===== src/rtl/fft32_iterative.sv =====
// rtl/fft32_iterative.sv - 32-point iterative radix-2 DIT FFT, one butterfly per clock
module fft32_iterative (
  input  logic         clk1,
  input  logic         rst,
  input  logic [255:0] Xn_vect_real,
  input  logic [255:0] Xn_vect_imag,
  output logic [255:0] Xk_vect_real,
  output logic [255:0] Xk_vect_imag
);

  localparam logic [1:0] ST_LOAD = 2'd0;
  localparam logic [1:0] ST_CALC = 2'd1;
  localparam logic [1:0] ST_DONE = 2'd2;

  logic [1:0]        state_q, state_d;
  logic [2:0]        stage_q, stage_d;
  logic [3:0]        bfly_q, bfly_d;
  logic signed [7:0] mem_re_q [32];
  logic signed [7:0] mem_im_q [32];
  logic signed [7:0] mem_re_d [32];
  logic signed [7:0] mem_im_d [32];
  logic [255:0]      out_re_q, out_re_d;
  logic [255:0]      out_im_q, out_im_d;

  logic [4:0]         h, k, top, bot;
  logic [3:0]         tw_idx;
  logic signed [7:0]  a_re, a_im, b_re, b_im;
  logic signed [8:0]  w_re, w_im;
  logic signed [16:0] p_rr, p_ii, p_ri, p_ir;
  logic signed [17:0] sum_re, sum_im;
  logic signed [9:0]  t_re, t_im;
  logic signed [10:0] top_re, top_im, bot_re, bot_im;

  function automatic logic [4:0] bitrev5(input logic [4:0] v);
    return {v[0], v[1], v[2], v[3], v[4]};
  endfunction

  // round(128*cos(2*pi*m/32))
  function automatic logic signed [8:0] tw_cos(input logic [3:0] m);
    case (m)
      4'd0:    return 9'sd128;
      4'd1:    return 9'sd126;
      4'd2:    return 9'sd118;
      4'd3:    return 9'sd106;
      4'd4:    return 9'sd91;
      4'd5:    return 9'sd71;
      4'd6:    return 9'sd49;
      4'd7:    return 9'sd25;
      4'd8:    return 9'sd0;
      4'd9:    return -9'sd25;
      4'd10:   return -9'sd49;
      4'd11:   return -9'sd71;
      4'd12:   return -9'sd91;
      4'd13:   return -9'sd106;
      4'd14:   return -9'sd118;
      default: return -9'sd126;
    endcase
  endfunction

  // -round(128*sin(2*pi*m/32))
  function automatic logic signed [8:0] tw_msin(input logic [3:0] m);
    case (m)
      4'd0:    return 9'sd0;
      4'd1:    return -9'sd25;
      4'd2:    return -9'sd49;
      4'd3:    return -9'sd71;
      4'd4:    return -9'sd91;
      4'd5:    return -9'sd106;
      4'd6:    return -9'sd118;
      4'd7:    return -9'sd126;
      4'd8:    return -9'sd128;
      4'd9:    return -9'sd126;
      4'd10:   return -9'sd118;
      4'd11:   return -9'sd106;
      4'd12:   return -9'sd91;
      4'd13:   return -9'sd71;
      4'd14:   return -9'sd49;
      default: return -9'sd25;
    endcase
  endfunction

  function automatic logic signed [7:0] sat8(input logic signed [10:0] v);
    if (v > 11'sd127) begin
      return 8'h7F;
    end else if (v < -11'sd128) begin
      return 8'h80;
    end else begin
      return v[7:0];
    end
  endfunction

  // Butterfly addressing and arithmetic for the current (stage, butterfly) pair
  always_comb begin
    h      = 5'd1 << stage_q;
    k      = {1'b0, bfly_q} & (h - 5'd1);
    top    = (({1'b0, bfly_q} >> stage_q) << (stage_q + 3'd1)) | k;
    bot    = top + h;
    tw_idx = k[3:0] << (3'd4 - stage_q);

    a_re = mem_re_q[top];
    a_im = mem_im_q[top];
    b_re = mem_re_q[bot];
    b_im = mem_im_q[bot];
    w_re = tw_cos(tw_idx);
    w_im = tw_msin(tw_idx);

    p_rr = 17'(b_re) * 17'(w_re);
    p_ii = 17'(b_im) * 17'(w_im);
    p_ri = 17'(b_re) * 17'(w_im);
    p_ir = 17'(b_im) * 17'(w_re);

    // Full-precision partial sums, then truncate (floor) back to 10 bits
    sum_re = 18'(p_rr) - 18'(p_ii);
    sum_im = 18'(p_ri) + 18'(p_ir);
    t_re   = 10'(sum_re >>> 7);
    t_im   = 10'(sum_im >>> 7);

    // Halve every stage so the frame result is DFT/32
    top_re = (11'(a_re) + 11'(t_re)) >>> 1;
    top_im = (11'(a_im) + 11'(t_im)) >>> 1;
    bot_re = (11'(a_re) - 11'(t_re)) >>> 1;
    bot_im = (11'(a_im) - 11'(t_im)) >>> 1;
  end

  // Next-state: LOAD captures in bit-reversed order, CALC runs 5x16 butterflies, DONE publishes
  always_comb begin
    state_d  = state_q;
    stage_d  = stage_q;
    bfly_d   = bfly_q;
    mem_re_d = mem_re_q;
    mem_im_d = mem_im_q;
    out_re_d = out_re_q;
    out_im_d = out_im_q;

    case (state_q)
      ST_LOAD: begin
        for (int i = 0; i < 32; i++) begin
          mem_re_d[bitrev5(5'(i))] = Xn_vect_real[8*i +: 8];
          mem_im_d[bitrev5(5'(i))] = Xn_vect_imag[8*i +: 8];
        end
        stage_d = 3'd0;
        bfly_d  = 4'd0;
        state_d = ST_CALC;
      end
      ST_CALC: begin
        mem_re_d[top] = sat8(top_re);
        mem_im_d[top] = sat8(top_im);
        mem_re_d[bot] = sat8(bot_re);
        mem_im_d[bot] = sat8(bot_im);
        if (bfly_q == 4'd15) begin
          bfly_d = 4'd0;
          if (stage_q == 3'd4) begin
            stage_d = 3'd0;
            state_d = ST_DONE;
          end else begin
            stage_d = stage_q + 3'd1;
          end
        end else begin
          bfly_d = bfly_q + 4'd1;
        end
      end
      ST_DONE: begin
        for (int i = 0; i < 32; i++) begin
          out_re_d[8*i +: 8] = mem_re_q[i];
          out_im_d[8*i +: 8] = mem_im_q[i];
        end
        state_d = ST_LOAD;
      end
      default: begin
        state_d = ST_LOAD;
      end
    endcase
  end

  // State registers with synchronous reset that aborts any frame in flight
  always_ff @(posedge clk1) begin
    if (rst) begin
      state_q  <= ST_LOAD;
      stage_q  <= 3'd0;
      bfly_q   <= 4'd0;
      out_re_q <= '0;
      out_im_q <= '0;
      for (int i = 0; i < 32; i++) begin
        mem_re_q[i] <= '0;
        mem_im_q[i] <= '0;
      end
    end else begin
      state_q  <= state_d;
      stage_q  <= stage_d;
      bfly_q   <= bfly_d;
      out_re_q <= out_re_d;
      out_im_q <= out_im_d;
      for (int i = 0; i < 32; i++) begin
        mem_re_q[i] <= mem_re_d[i];
        mem_im_q[i] <= mem_im_d[i];
      end
    end
  end

  assign Xk_vect_real = out_re_q;
  assign Xk_vect_imag = out_im_q;

endmodule


===== config.mk =====
export PLATFORM = sky130hd
export DESIGN_NAME = fft32_iterative
export DESIGN_NICKNAME = d
export VERILOG_FILES = /design/src/rtl/fft32_iterative.sv
export SDC_FILE = /design/constraint.sdc
export NUM_CORES = 2
export LEC_CHECK = 0
export ABC_AREA = 1
export CORE_AREA = 2 2 404 406
export DETAILED_ROUTE_END_ITERATION = 8
export DIE_AREA = 0 0 406 408
export PLACE_DENSITY = 0.74
export SKIP_CTS_REPAIR_TIMING = 1
export SLEW_MARGIN = 20
export SYNTH_ARGS = -nofsm -noshare
export SYNTH_HDL_FRONTEND = slang
export SYNTH_SLANG_ARGS = --single-unit

===== constraint.sdc =====
create_clock -name clk1 -period 15.3 [get_ports clk1]
set_input_delay 3.06 -clock clk1 [delete_from_list [all_inputs] [get_ports clk1]]
set_output_delay 3.06 -clock clk1 [all_outputs]
set_load 0.05 [all_outputs]

**Yosys cells after proc, flatten, opt, wreduce, memory -nomap -nowiden**

Memory sizes are Yosys's and may differ from the RTL's.
Cells that the tools add are included.

- Add/sub/neg operators: 11
- Multipliers: 4
- $lt $le $gt $ge: 12
- Equal/unequal tests: 6
- Shift operators: 4
- Multiplexer cells: 42
- Bitwise logic cells: 4
- Reductions and logical operators: 6

Operators with widths:

| kind | number |
|---|---|
| 256-bit bitwise mux | 4 |
| 256-bit one-hot mux with 2 select lines | 2 |
| 8-bit 2-to-1 mux | 22 |
| 8-bit binary-select mux with 5-bit select | 4 |
| 8-bit demux with 5-bit select | 2 |
| 8-bit by 9-bit multiplier with 17-bit output | 4 |
| 10-bit by 8-bit > comparator with 1-bit output (second input constant) | 4 |
| 10-bit by 8-bit less-than comparator with 1-bit output (second input constant) | 4 |
| 8-bit by 10-bit adder with 11-bit output | 2 |
| 8-bit by 10-bit subtractor with 11-bit output | 2 |
| 17-bit adder | 1 |
| 17-bit subtractor | 1 |
| 6-bit >= comparator (second input constant) | 2 |
| 6-bit by 1-bit less-than comparator with 1-bit output (second input constant) | 2 |
| 5-bit inverter with 6-bit output | 2 |
| 4-bit one-hot mux with 2 select lines | 1 |
| 3-bit 2-to-1 mux | 2 |
| 3-bit one-hot mux with 2 select lines | 1 |
| 5-bit adder | 1 |
| 4-bit by 5-bit AND with 5-bit output | 1 |
| 5-bit bitwise OR | 1 |
| 1-bit by 3-bit << shifter with 5-bit output (first input constant) | 1 |
| 5-bit by 3-bit << shifter with 5-bit output | 1 |
| 4-bit by 3-bit right shift with 5-bit output | 1 |
| other kinds (17) | 21 |

- Bits in registers: 1033
- Bits in read-only memories: 288
- Input bits: 514
- Output and inout bits: 512
- Memories kept: 2

Memories:

| name | depth | bits a word | read ports | clocked after Yosys merged registers in | write ports | line | source |
|---|---|---|---|---|---|---|---|
| (no name shown) | 16 | 9 | 1 | 0 | 0 | 40 | `case (m)` |
| (no name shown) | 16 | 9 | 1 | 0 | 0 | 62 | `case (m)` |

**Depth between registers and ports, before layout**

- Depth in word-level cells: 19
- Mapped depth: 71

**Worst setup path before layout**

OpenSTA, ideal clock, no wires.

- Path type: flip-flop to flip-flop
- Start: reg stage_q[0]
- End: reg mem_re_q[72] (netlist bit)
- Library setup time: 0.070 ns
- Arrival: 11.032 ns
- Slack: 4.198 ns
- Stages on the path, launching flop included: 58
- Buffers on the path: 7
- Period minus slack after synthesis: 11.102 ns
- Cells stage by stage: dfxtp_1 -> inv_2 -> ha_1 -> clkbuf_1 -> nor2_1 -> nand3_2 -> nand2_4 -> nand2_4 -> nand2_1 -> inv_1 -> ha_1 -> nor2_1 -> inv_1 -> clkbuf_1 -> clkbuf_1 -> clkbuf_1 -> o22ai_1 -> a221oi_1 -> (+22 left out) -> ha_1 -> clkbuf_1 -> o21bai_1 -> a21oi_1 -> o21bai_1 -> a21oi_1 -> o21bai_1 -> nand2_1 -> a22oi_1 -> clkinv_1 -> nand2_2 -> nand2_1 -> nand2_1 -> buf_4 -> nand2_1 -> nand3_1 -> nand2_1 -> a21oi_1

- Word-level cells in the longest chain between the ends: 19
- Elaborated cells on any way between the ends: 51

RTL lines:

| what | line | source |
|---|---|---|
| start: declaration | 16 | `logic [2:0] stage_q, stage_d;` |
| start signal: assignment | 189 | `stage_q <= stage_d;` |
| 1-bit by 3-bit << shifter with 5-bit output | 94 | `h = 5'd1 << stage_q;` |
| 5-bit by 1-bit subtractor with 5-bit output | 95 | `k = {1'b0, bfly_q} & (h - 5'd1);` |
| 4-bit by 5-bit AND with 5-bit output | 95 |  |
| 5-bit bitwise OR | 96 | `top = (({1'b0, bfly_q} >> stage_q) << (stage_q + 3'd1)) \| k;` |
| 5-bit adder | 97 | `bot = top + h;` |
| 5-bit inverter with 6-bit output (implied by the code) | 102, 103, 148 |  |
| 8-bit binary-select mux with 5-bit select (on tied branches) | 102, 103 |  |
| 8-bit 2-to-1 mux (on tied branches) (2 in a row) | 102, 103 |  |
| (+2 left out) | n/a |  |
| 8-bit by 10-bit adder with 11-bit output | 119 | `top_re = (11'(a_re) + 11'(t_re)) >>> 1;` |
| 10-bit by 8-bit less-than comparator with 1-bit output | 85 | `end else if (v < -11'sd128) begin` |
| 8-bit 2-to-1 mux | 85 |  |
| 8-bit 2-to-1 mux | 83 | `if (v > 11'sd127) begin` |
| 8-bit 2-to-1 mux | 135 | `case (state_q)` |
| 256-bit bitwise mux | 146 | `mem_re_d[top] = sat8(top_re);` |
| 256-bit bitwise mux * | 148 | `mem_re_d[bot] = sat8(bot_re);` |
| 256-bit one-hot mux with 2 select lines * | 135 |  |
| end signal: indexed assignment | 194 | `mem_re_q[i] <= mem_re_d[i];` |
| end: declaration | 18 | `logic signed [7:0] mem_re_q [32];` |

Every way passes the cells marked *; elsewhere a longest branch is shown, timed or not. The select of a mux whose other input is x is not followed.
A chain may end at the register's enable or synchronous reset.

**Worst setup path in the final report**

- Start: reg stage_q[0]
- End: reg mem_re_q[248] (netlist bit)

Same word-level chain as after synthesis.

==> impl_results.md <==
* All-Layer GR Usage at 48.99%
* Synth Instances at 10,050
* Die W at 406 microns
* CTS root buffer: clkbuf_16
* Port bufs at 1,025
* Initial antenna violation count at 57
* Layout Skew at 0.09565 ns
* Drt first pass iters at 9
* Setup violators final at 0
* Clk sink count at 1,033
* Initial DRC Count at 13,740
* Worst R2R End: mem_re_q[248]
* Avg Cell Area, Syn at 6.639 sq um
* Tightest Pin Transition at 1.275 ns
* Post-DP HPWL at 306.6 mm
* Post-synth top area cell: dfxtp_1
* DP Cell Count at 12,720
* RSZ-0062 raised after global routing: false
* Die Area at 165,600 sq um
* Die height at 408 microns
* CP required at 15.96 ns
* Fillers at 16,030
* Fin. max-slew vios at 0
* H-tree depth at 3
* R2r worst-path depth at 54
* Synthesized area at 66,750 sq um
* Gp weighted congestion at 1.064
* Setup TNS Final at 0 ns
* Starting Density at 41.29%
* CTS tree: built
* Max frequency at 67.94 MHz
* Register area share after synthesis at 30.98%
* Wire length per cell at 32.50 microns
* Post-synth top cells: 2,082 x nand2_1, 1,869 x nor2_1, 1,033 x dfxtp_1, 841 x o21ai_0, 780 x a21oi_1
* Final min period at 14.72 ns
* Non-Filler Instances at 12,970
* Worst setup EP type: flop
* Mapped Nets at 11,010
* CP Launch Type: flop
* Vias at 81,300
* Core Region at 161,700 sq um
* CTS Buf Count at 116
* Cell with the largest stage delay on the worst path: fa_1
* Largest net degree at the start of global routing at 227
* Most frequent cell after synthesis: nand2_1
* Most numerous cell on the critical path: nand2_1
* R2R Path Start: stage_q[0]
* Longest Clk Path Bufs at 3
* Top_reg_cell synth: dfxtp_1
* Final hold vios at 0
* Ratio of cells with drive above 1 in the final layout at 5.877%
* Max Cap Viol at 0
* NumNets Final at 11,630
* First-pass GRT wire length at 581.1 mm
* Slowest Stage Delay on Critical Path at 0.56 ns
* Relative slew slack at 14.11%
* Post-synthesis cell type count at 51
* Top cells by area in the synthesized netlist: dfxtp_1 31%, nand2_1 12%, nor2_1 11%
* Vias in the first global route at 76,390
* Highest net fanout along the worst path at 37
* Type of the most critical hold path: reg -> reg
* Top cell type's share of synthesized area at 30.98%
* Rows at 148
* Post-synthesis async set-or-reset flop share at 0%
* Reg2reg setup slack at 0.58 ns
* Final period util at 96.20%
* Failing checks: DRC
* Drt total wl at 421.5 mm
* Worst Path Arrival at 15.38 ns
* EDFF count, synth at 0
* #FFs+latches synth at 1,033
* Hold Crit Depth at 2
* Synth warnings at 0
* Total gr overflow at 0
* IO Count at 1,026
* Worst hold start: mem_im_q[6]
* Status: complete, but fails checks
* Endpoint, Worst Hold: mem_im_q[6]
* DRC viols at 38
* Layout area overhead at 25.26%
* Clock Pin Slew Worst Setup and Hold Paths at 0.07 ns
* Clk_lat worst skew at 0.83 ns
* DRT antenna net count at 0
* Vias/cell at 6.269
* CP Class: reg -> reg
metal layers:
metal  share of wire [%]  track usage, %  wire, microns
met1                  35           58.88         149300
met2                  40           68.47         169100
met3                  15           19.93          61150
met4                 9.9           39.14          41530
met5               0.096               0            404
registers in the layout, indices dropped and copies added, names as in the netlist:
register	flops
bfly_q	4
mem_re_q	256
state_q	2
Xk_vect_real	256
stage_q	3
mem_im_q	256
Xk_vect_imag	256
layout make-up:
type | count | area, sq um | share of cell area [%]
clock inverter | 65 | 953.4 | 1.140
multi-input combinational | 7496 | 40610 | 48.57
antenna | 24 | 60.06 | 0.07183
timing repair buffer | 1275 | 12440 | 14.88
sequential | 1033 | 20680 | 24.74
clock buffer | 153 | 3283 | 3.927
tap | 2175 | 2721 | 3.255
inverter | 748 | 2860 | 3.421
worst max path at each step:
stage | slack, ns | to | startpoint | depth (start not counted)
floorplan | 4.20 | mem_re_q[72] | stage_q[0] | 57
global placement | 0.26 | mem_re_q[102] | stage_q[0] | 56
detailed placement | 0.35 | mem_re_q[134] | stage_q[0] | 56
global route | 0.04 | mem_re_q[243] | stage_q[0] | 57
CTS | 0.28 | mem_re_q[134] | stage_q[0] | 57
finish | 0.58 | mem_re_q[248] | stage_q[0] | 54
cells in the final DEF, fill, tap and decap left out, types with 117 or more instances in the layout:
master / instances
nand2_1: 2067
nor2_1: 1853
dfxtp_1: 1031
clkdlybuf4s50_1: 1024
o21ai_0: 830
a21oi_1: 780
inv_1: 708
nand3_1: 585
o22ai_1: 385
fa_1: 288
buf_4: 223
ha_1: 158
clkbuf_16: 117
cell families (layout without fill, tap and decap cells):
logic type	count (synthesis)	in the layout	synth area share, %
adders and majority gates	446	446	11.60
AOI/OAI and AO/OA	2297	2297	19.36
other	0	24	0
xor gates and xnor gates	75	75	0.9841
DFF	1033	1033	30.98
and+or+nand+nor	4678	4678	28.02
buffers and inverters	1525	2241	9.048
metrics by stage:
stage	utilization (%)	instance area (sq um)	worst slack, ns	hold WS [ns]
CTS	51.63	83470	0.2833	0.4650
global route	51.69	83560	0.04225	0.4813
finish	51.72	83610	0.5818	0.4674
detailed placement	49.01	79230	0.3458	0.4551
global placement	48.99	79200	0.2605	0.4515
floorplan	-	66750	4.198	0.4453
critical path: cells and delay by family, from the launching register on:
family / cells / cell delay (ns)
adders and majority gates: 11 / 4.33
and+or+nand+nor: 21 / 4.29
buffers and inverters: 10 / 2.53
AOI/OAI and AO/OA: 10 / 2.21
DFF: 1 / 0.53
xor gates and xnor gates: 2 / 0.53
Power is left out: the tool's default activity adds up to more than one toggle a clock period on the data nets, which glitch-free logic cannot reach.
